## config.mk

```make
export PLATFORM = sky130hd
export DESIGN_NAME = count_step_monitor
export DESIGN_NICKNAME = d
export VERILOG_FILES = /design/src/rtl/count_step_monitor.sv
export SDC_FILE = /design/constraint.sdc
export NUM_CORES = 1
export LEC_CHECK = 0
export ABC_CLOCK_PERIOD_IN_PS = 2900
export CORE_AREA = 4 4 59 61
export CTS_CLUSTER_DIAMETER = 60
export DETAILED_ROUTE_END_ITERATION = 16
export DIE_AREA = 0 0 63 65
export PLACE_DENSITY = 0.76
export RECOVER_POWER = 50
export SYNTH_ARGS = -nofsm -noshare
export SYNTH_HDL_FRONTEND = slang
export SYNTH_SLANG_ARGS = --single-unit
```

## constraint.sdc

```tcl
create_clock -name clk -period 2.9 [get_ports clk]
set_clock_uncertainty 0.1 [all_clocks]
set_input_delay 0.29 -clock clk [delete_from_list [all_inputs] [get_ports clk]]
set_output_delay 0.29 -clock clk [all_outputs]
set_load 0.02 [all_outputs]
```

## src/rtl/count_step_monitor.sv

```systemverilog
// count_step_monitor
//   Receive-side decoder for the display-timing step counter. Samples the
//   4-bit count on every valid cycle, recovers the step size (1..3) from
//   consecutive modulo-16 differences, and reports lock, step changes and
//   stream errors. Keeps a saturating error count.
//
// Ports
//   clk       : clock, rising edge
//   rst       : synchronous reset, active low
//   in_valid  : count is sampled on this edge when high
//   count     : counter value under observation (4 bits)
//   clr       : synchronous clear of err_cnt only (wins over an increment)
//   step      : recovered step, 0 when not locked
//   locked    : high while locked
//   step_chg  : one-cycle pulse on a legal step change while locked
//   err_pulse : one-cycle pulse on an illegal delta while locked
//   err_cnt   : saturating error count since reset or clr
module count_step_monitor #(
  parameter int unsigned LOCK_N = 3
) (
  input  logic       clk,
  input  logic       rst,
  input  logic       in_valid,
  input  logic [3:0] count,
  input  logic       clr,
  output logic [1:0] step,
  output logic       locked,
  output logic       step_chg,
  output logic       err_pulse,
  output logic [7:0] err_cnt
);

  localparam logic [3:0] LOCK_N4 = 4'(LOCK_N);

  typedef enum logic [1:0] {
    S_IDLE,
    S_ACQ,
    S_LOCK
  } state_t;

  state_t      r_state, w_state_nxt;
  logic [3:0]  r_prev, w_prev_nxt;
  logic [1:0]  r_cand, w_cand_nxt;
  logic [3:0]  r_run, w_run_nxt;
  logic [1:0]  r_step, w_step_nxt;
  logic        r_locked, w_locked_nxt;
  logic        r_chg, w_chg_nxt;
  logic        r_err, w_err_nxt;
  logic [7:0]  r_err_cnt;

  logic [3:0]  w_d;
  logic        w_legal;

  // 4-bit wrapping subtract gives the modulo-16 delta directly
  assign w_d     = count - r_prev;
  assign w_legal = (w_d != 4'd0) && (w_d < 4'd4);

  always_comb begin
    w_state_nxt  = r_state;
    w_prev_nxt   = r_prev;
    w_cand_nxt   = r_cand;
    w_run_nxt    = r_run;
    w_step_nxt   = r_step;
    w_locked_nxt = r_locked;
    w_chg_nxt    = 1'b0;
    w_err_nxt    = 1'b0;
    if (in_valid) begin
      w_prev_nxt = count;
      unique case (r_state)
        S_IDLE: begin
          // seed sample only; no delta yet
          w_cand_nxt  = '0;
          w_run_nxt   = '0;
          w_state_nxt = S_ACQ;
        end
        S_ACQ: begin
          if (!w_legal) begin
            w_cand_nxt = '0;
            w_run_nxt  = '0;
          end else if (w_d[1:0] == r_cand) begin
            w_run_nxt = (r_run >= LOCK_N4) ? r_run : r_run + 4'd1;
          end else begin
            w_cand_nxt = w_d[1:0];
            w_run_nxt  = 4'd1;
          end
          if (w_run_nxt == LOCK_N4) begin
            w_state_nxt  = S_LOCK;
            w_step_nxt   = w_cand_nxt;
            w_locked_nxt = 1'b1;
          end
        end
        S_LOCK: begin
          if (w_d == {2'b00, r_step}) begin
            w_state_nxt = S_LOCK;
          end else if (w_legal) begin
            w_chg_nxt  = 1'b1;
            w_cand_nxt = w_d[1:0];
            w_run_nxt  = 4'd1;
            if (LOCK_N == 1) begin
              // a single delta is already enough to re-lock
              w_step_nxt = w_d[1:0];
            end else begin
              w_state_nxt  = S_ACQ;
              w_locked_nxt = 1'b0;
              w_step_nxt   = '0;
            end
          end else begin
            w_err_nxt    = 1'b1;
            w_state_nxt  = S_ACQ;
            w_cand_nxt   = '0;
            w_run_nxt    = '0;
            w_locked_nxt = 1'b0;
            w_step_nxt   = '0;
          end
        end
        default: w_state_nxt = S_IDLE;
      endcase
    end
  end

  always_ff @(posedge clk) begin
    if (!rst) begin
      r_state   <= S_IDLE;
      r_prev    <= '0;
      r_cand    <= '0;
      r_run     <= '0;
      r_step    <= '0;
      r_locked  <= 1'b0;
      r_chg     <= 1'b0;
      r_err     <= 1'b0;
      r_err_cnt <= '0;
    end else begin
      r_state  <= w_state_nxt;
      r_prev   <= w_prev_nxt;
      r_cand   <= w_cand_nxt;
      r_run    <= w_run_nxt;
      r_step   <= w_step_nxt;
      r_locked <= w_locked_nxt;
      r_chg    <= w_chg_nxt;
      r_err    <= w_err_nxt;
      if (clr) begin
        r_err_cnt <= '0;
      end else if (w_err_nxt && (r_err_cnt != '1)) begin
        r_err_cnt <= r_err_cnt + 8'd1;
      end
    end
  end

  assign step      = r_step;
  assign locked    = r_locked;
  assign step_chg  = r_chg;
  assign err_pulse = r_err;
  assign err_cnt   = r_err_cnt;

endmodule

```

==> summary.md <==
| Metric | Value |
|---|---|
| Max Clock Freq | `between 300 and 400 MHz` |
| Register bit count reported by yosys | `25` |
| Reg clk slew, reported paths | `130 ps` |
| Reg-to-Reg End | `locked` |
| Final Max Tran Viols | `0` |
| Outcome | `completed` |
| Setup CP Type | `in -> reg` |
| Critical path peak fanout | `3` |
| Largest net degree at the start of global routing | `15` |
| Placed cells | `~240` |
| # DRC | `0` |
| Cell taking the most area after synthesis | `dfxtp_1` |
| Initial antenna violation count | `0` |
| Area growth, synth to finish | `25.5%` |
| Arr. time, crit path | `2810 ps` |
| CTS Root Cell | `clkbuf_4` |
| Final wirelength | `3570 um` |
| Post-synth top area share | `32.8%` |
| First-pass GRT wire length | `6400 um` |
| Peak VDD IR | `0.281 mV` |
| Lkg Pwr | `0.000777 uW` |
| Critical R2R Launch | `r_prev[0]` |
| Max Cap Viol | `0` |
| Mapped Cells | `177` |
| Top Ports | `21` |
| Drt first-iter violations | `74` |
| Initial core utilization | `51.3%` |
| Die area | `4100 um2` |
| R2R setup slack | `360 ps` |
| Port buffer count | `20` |
| CTS resizes | `0` |
| CTS tree | `yes` |
| Main synth FF type | `dfxtp_1` |
| Vias in the first global route | `1,520` |
| Slew Limit Headroom | `59.7%` |
| Clock sink count | `25` |
| Placer congestion estimate | `between 0.9 and 1` |
| Crit end category | `flop` |
| Core Box Area | `a little under 3000 um2` |
| Yosys warning total | `0` |
| DR vias | `around 1.5k` |
| CTS Buf Count | `3` |
| Post-DRT Antenna Nets | `0` |
| Die Span Y | `65 um` |
| Synth unique cells | `44` |
| HP Class | `reg -> reg` |
| Hold-fix buffers, CTS | `0` |
| WL/cell | `about 15 um` |
| Required time of the critical path | `3070 ps` |
| CP Launch Point | `count[0]` |
| Fraction of layout cells with a size suffix above 1 | `between 10 and 15%` |
| Count leader, synth | `dfxtp_1` |
| Startpoint Class | `input port` |
| Top post-synthesis cells by area | `dfxtp_1 (33%), ha_1 (7.4%), a21oi_1 (4.3%), mux2i_1 (3.9%), xnor2_1 (2.9%)` |
| HPWL after DPL | `2790 um` |
| Avg Inst Size Synth | `8.63 um2` |
| Post-synth EDFFs | `0` |
| Final cell count without fillers | `246` |
| GRT Overall Usage | `19.2%` |
| Filler Cells Inserted | `roughly 250` |
| # nets final | `about 230` |
| H-tree level count | `1` |
| Ant. Diodes | `0` |
| Tmin final | `2640 ps` |
| Reg2Reg Depth | `8` |
| Clk_lat worst skew | `330 ps` |
| Post-synthesis sequential area ratio | `32.8%` |
| Post-Syn Area | `between 1500 and 2000 um2` |
| Post-synth net total | `approximately 200` |
| Total gr overflow | `0` |
| Critical Path End | `r_run[1]` |
| WHS | `366 ps` |
| Most instantiated cells after synthesis | `dfxtp_1 (25), a21oi_1 (13), nor2_1 (10)` |
| Die X | `around 63 um` |
| RSZ-0062 raised after global routing | `no` |
| Pwr dens | `377 nW/um2` |
| Postcts setup bufs | `0` |
| Final setup viols | `0` |
| Actual slew at the worst max-slew pin | `approximately 600 ps` |
| Routed vias/inst | `5.93` |
| Clk buf depth | `2` |
| Final Hold Viols | `0` |
| FP Rows | `20` |
| First-pass iteration count of the detailed router | `5` |
| WHS Path Cells | `2` |
| Final worst path period share | `91.2%` |
| Ys async rst share | `0%` |
## cells by family (layout without fill, tap and decap cells)
logic type | Yosys count | after routing | share of synthesized area (%)
xor gates and xnor gates | 9 | 9 | 5.16
muxes | 6 | 6 | 3.93
buffers and inverters | 17 | 53 | 4.26
and+or+nand+nor | 62 | 62 | 22.6
adders and majority gates | 10 | 10 | 8.68
AOI/OAI and AO/OA | 48 | 48 | 22.6
DFF | 25 | 25 | 32.8
## final cells by class
class	instances	area, um2	share of cell area, %
Clock buffer	3	22.5	1.17
Timing Repair Buffer	39	348	18.1
Sequential cell	25	500	26.1
Tap cell	33	41.3	2.15
Multi-Input combinational cell	135	962	50.2
Clock inverter	1	5.00	0.261
Inverter	10	37.5	1.96
## registers in the layout, indices dropped and copies added (netlist names)
register / cells
err_cnt: 8
locked: 1
r_state: 2
r_run: 4
r_prev: 4
r_cand: 2
step: 2
err_pulse: 1
step_chg: 1
## critical path: stages
cell             delay, ps
clkdlybuf4s50_1        480
inv_1                   50
ha_1                   200
inv_1                   70
fa_1                   460
xor2_1                 180
o31a_1                 250
buf_4                  140
nor2_1                 130
or4bb_1                490
o21ai_1                 80
## stage by stage
step           util [%]  total power [uW]  cell area, um2  setup TNS (ps)  setup WS, ps
3_5_place_dp       63.7               572            1900            -400          -101
3_3_place_gp       63.7               566            1900            -139         -55.5
6_report           64.4               722            1920               0           256
5_1_grt            64.4               767            1920               0          98.3
2_1_floorplan         -               491            1530               0           422
4_1_cts            64.6               728            1920               0           250
## cell usage in the layout (no fill, tap or decap), drive strengths merged, types with 5 or more instances in the layout
master,synthesis,layout
o21ai,8,8
o31ai,5,5
inv,9,9
nand2,9,9
dfxtp,25,25
buf,2,17
dlygate4sd3,0,14
nor2b,5,5
clkdlybuf4s50,0,6
ha,9,9
clkbuf,5,5
xnor2,5,5
mux2i,6,6
nor2,10,10
a21oi,13,13
nand3,8,8
## worst min-delay path by stage
stage	endpoint	from	slack, ps
final	locked	locked	370
after global routing	locked	locked	410
after CTS	locked	locked	370
after detailed placement	locked	locked	350
after global placement	locked	locked	350
after floorplan	r_prev[1]	count[1]	340
## where the power goes
| part | switching (uW) | internal (uW) | leakage (uW) |
|---|---|---|---|
| Sequential | 9.31 | 355 | 0.000203 |
| Clock | 107 | 51.8 | 0.0000177 |
| Combinational | 107 | 91.8 | 0.000557 |
## layer usage
layer	part of all wire (%)	track usage, %	vias up
li1	-	-	738
met1	45	21.1	689
met2	50	36.2	28
met3	3.6	4.85	4
met4	0.87	4.96	0
met5	0	0	-
(Power assumes the default switching activity.)
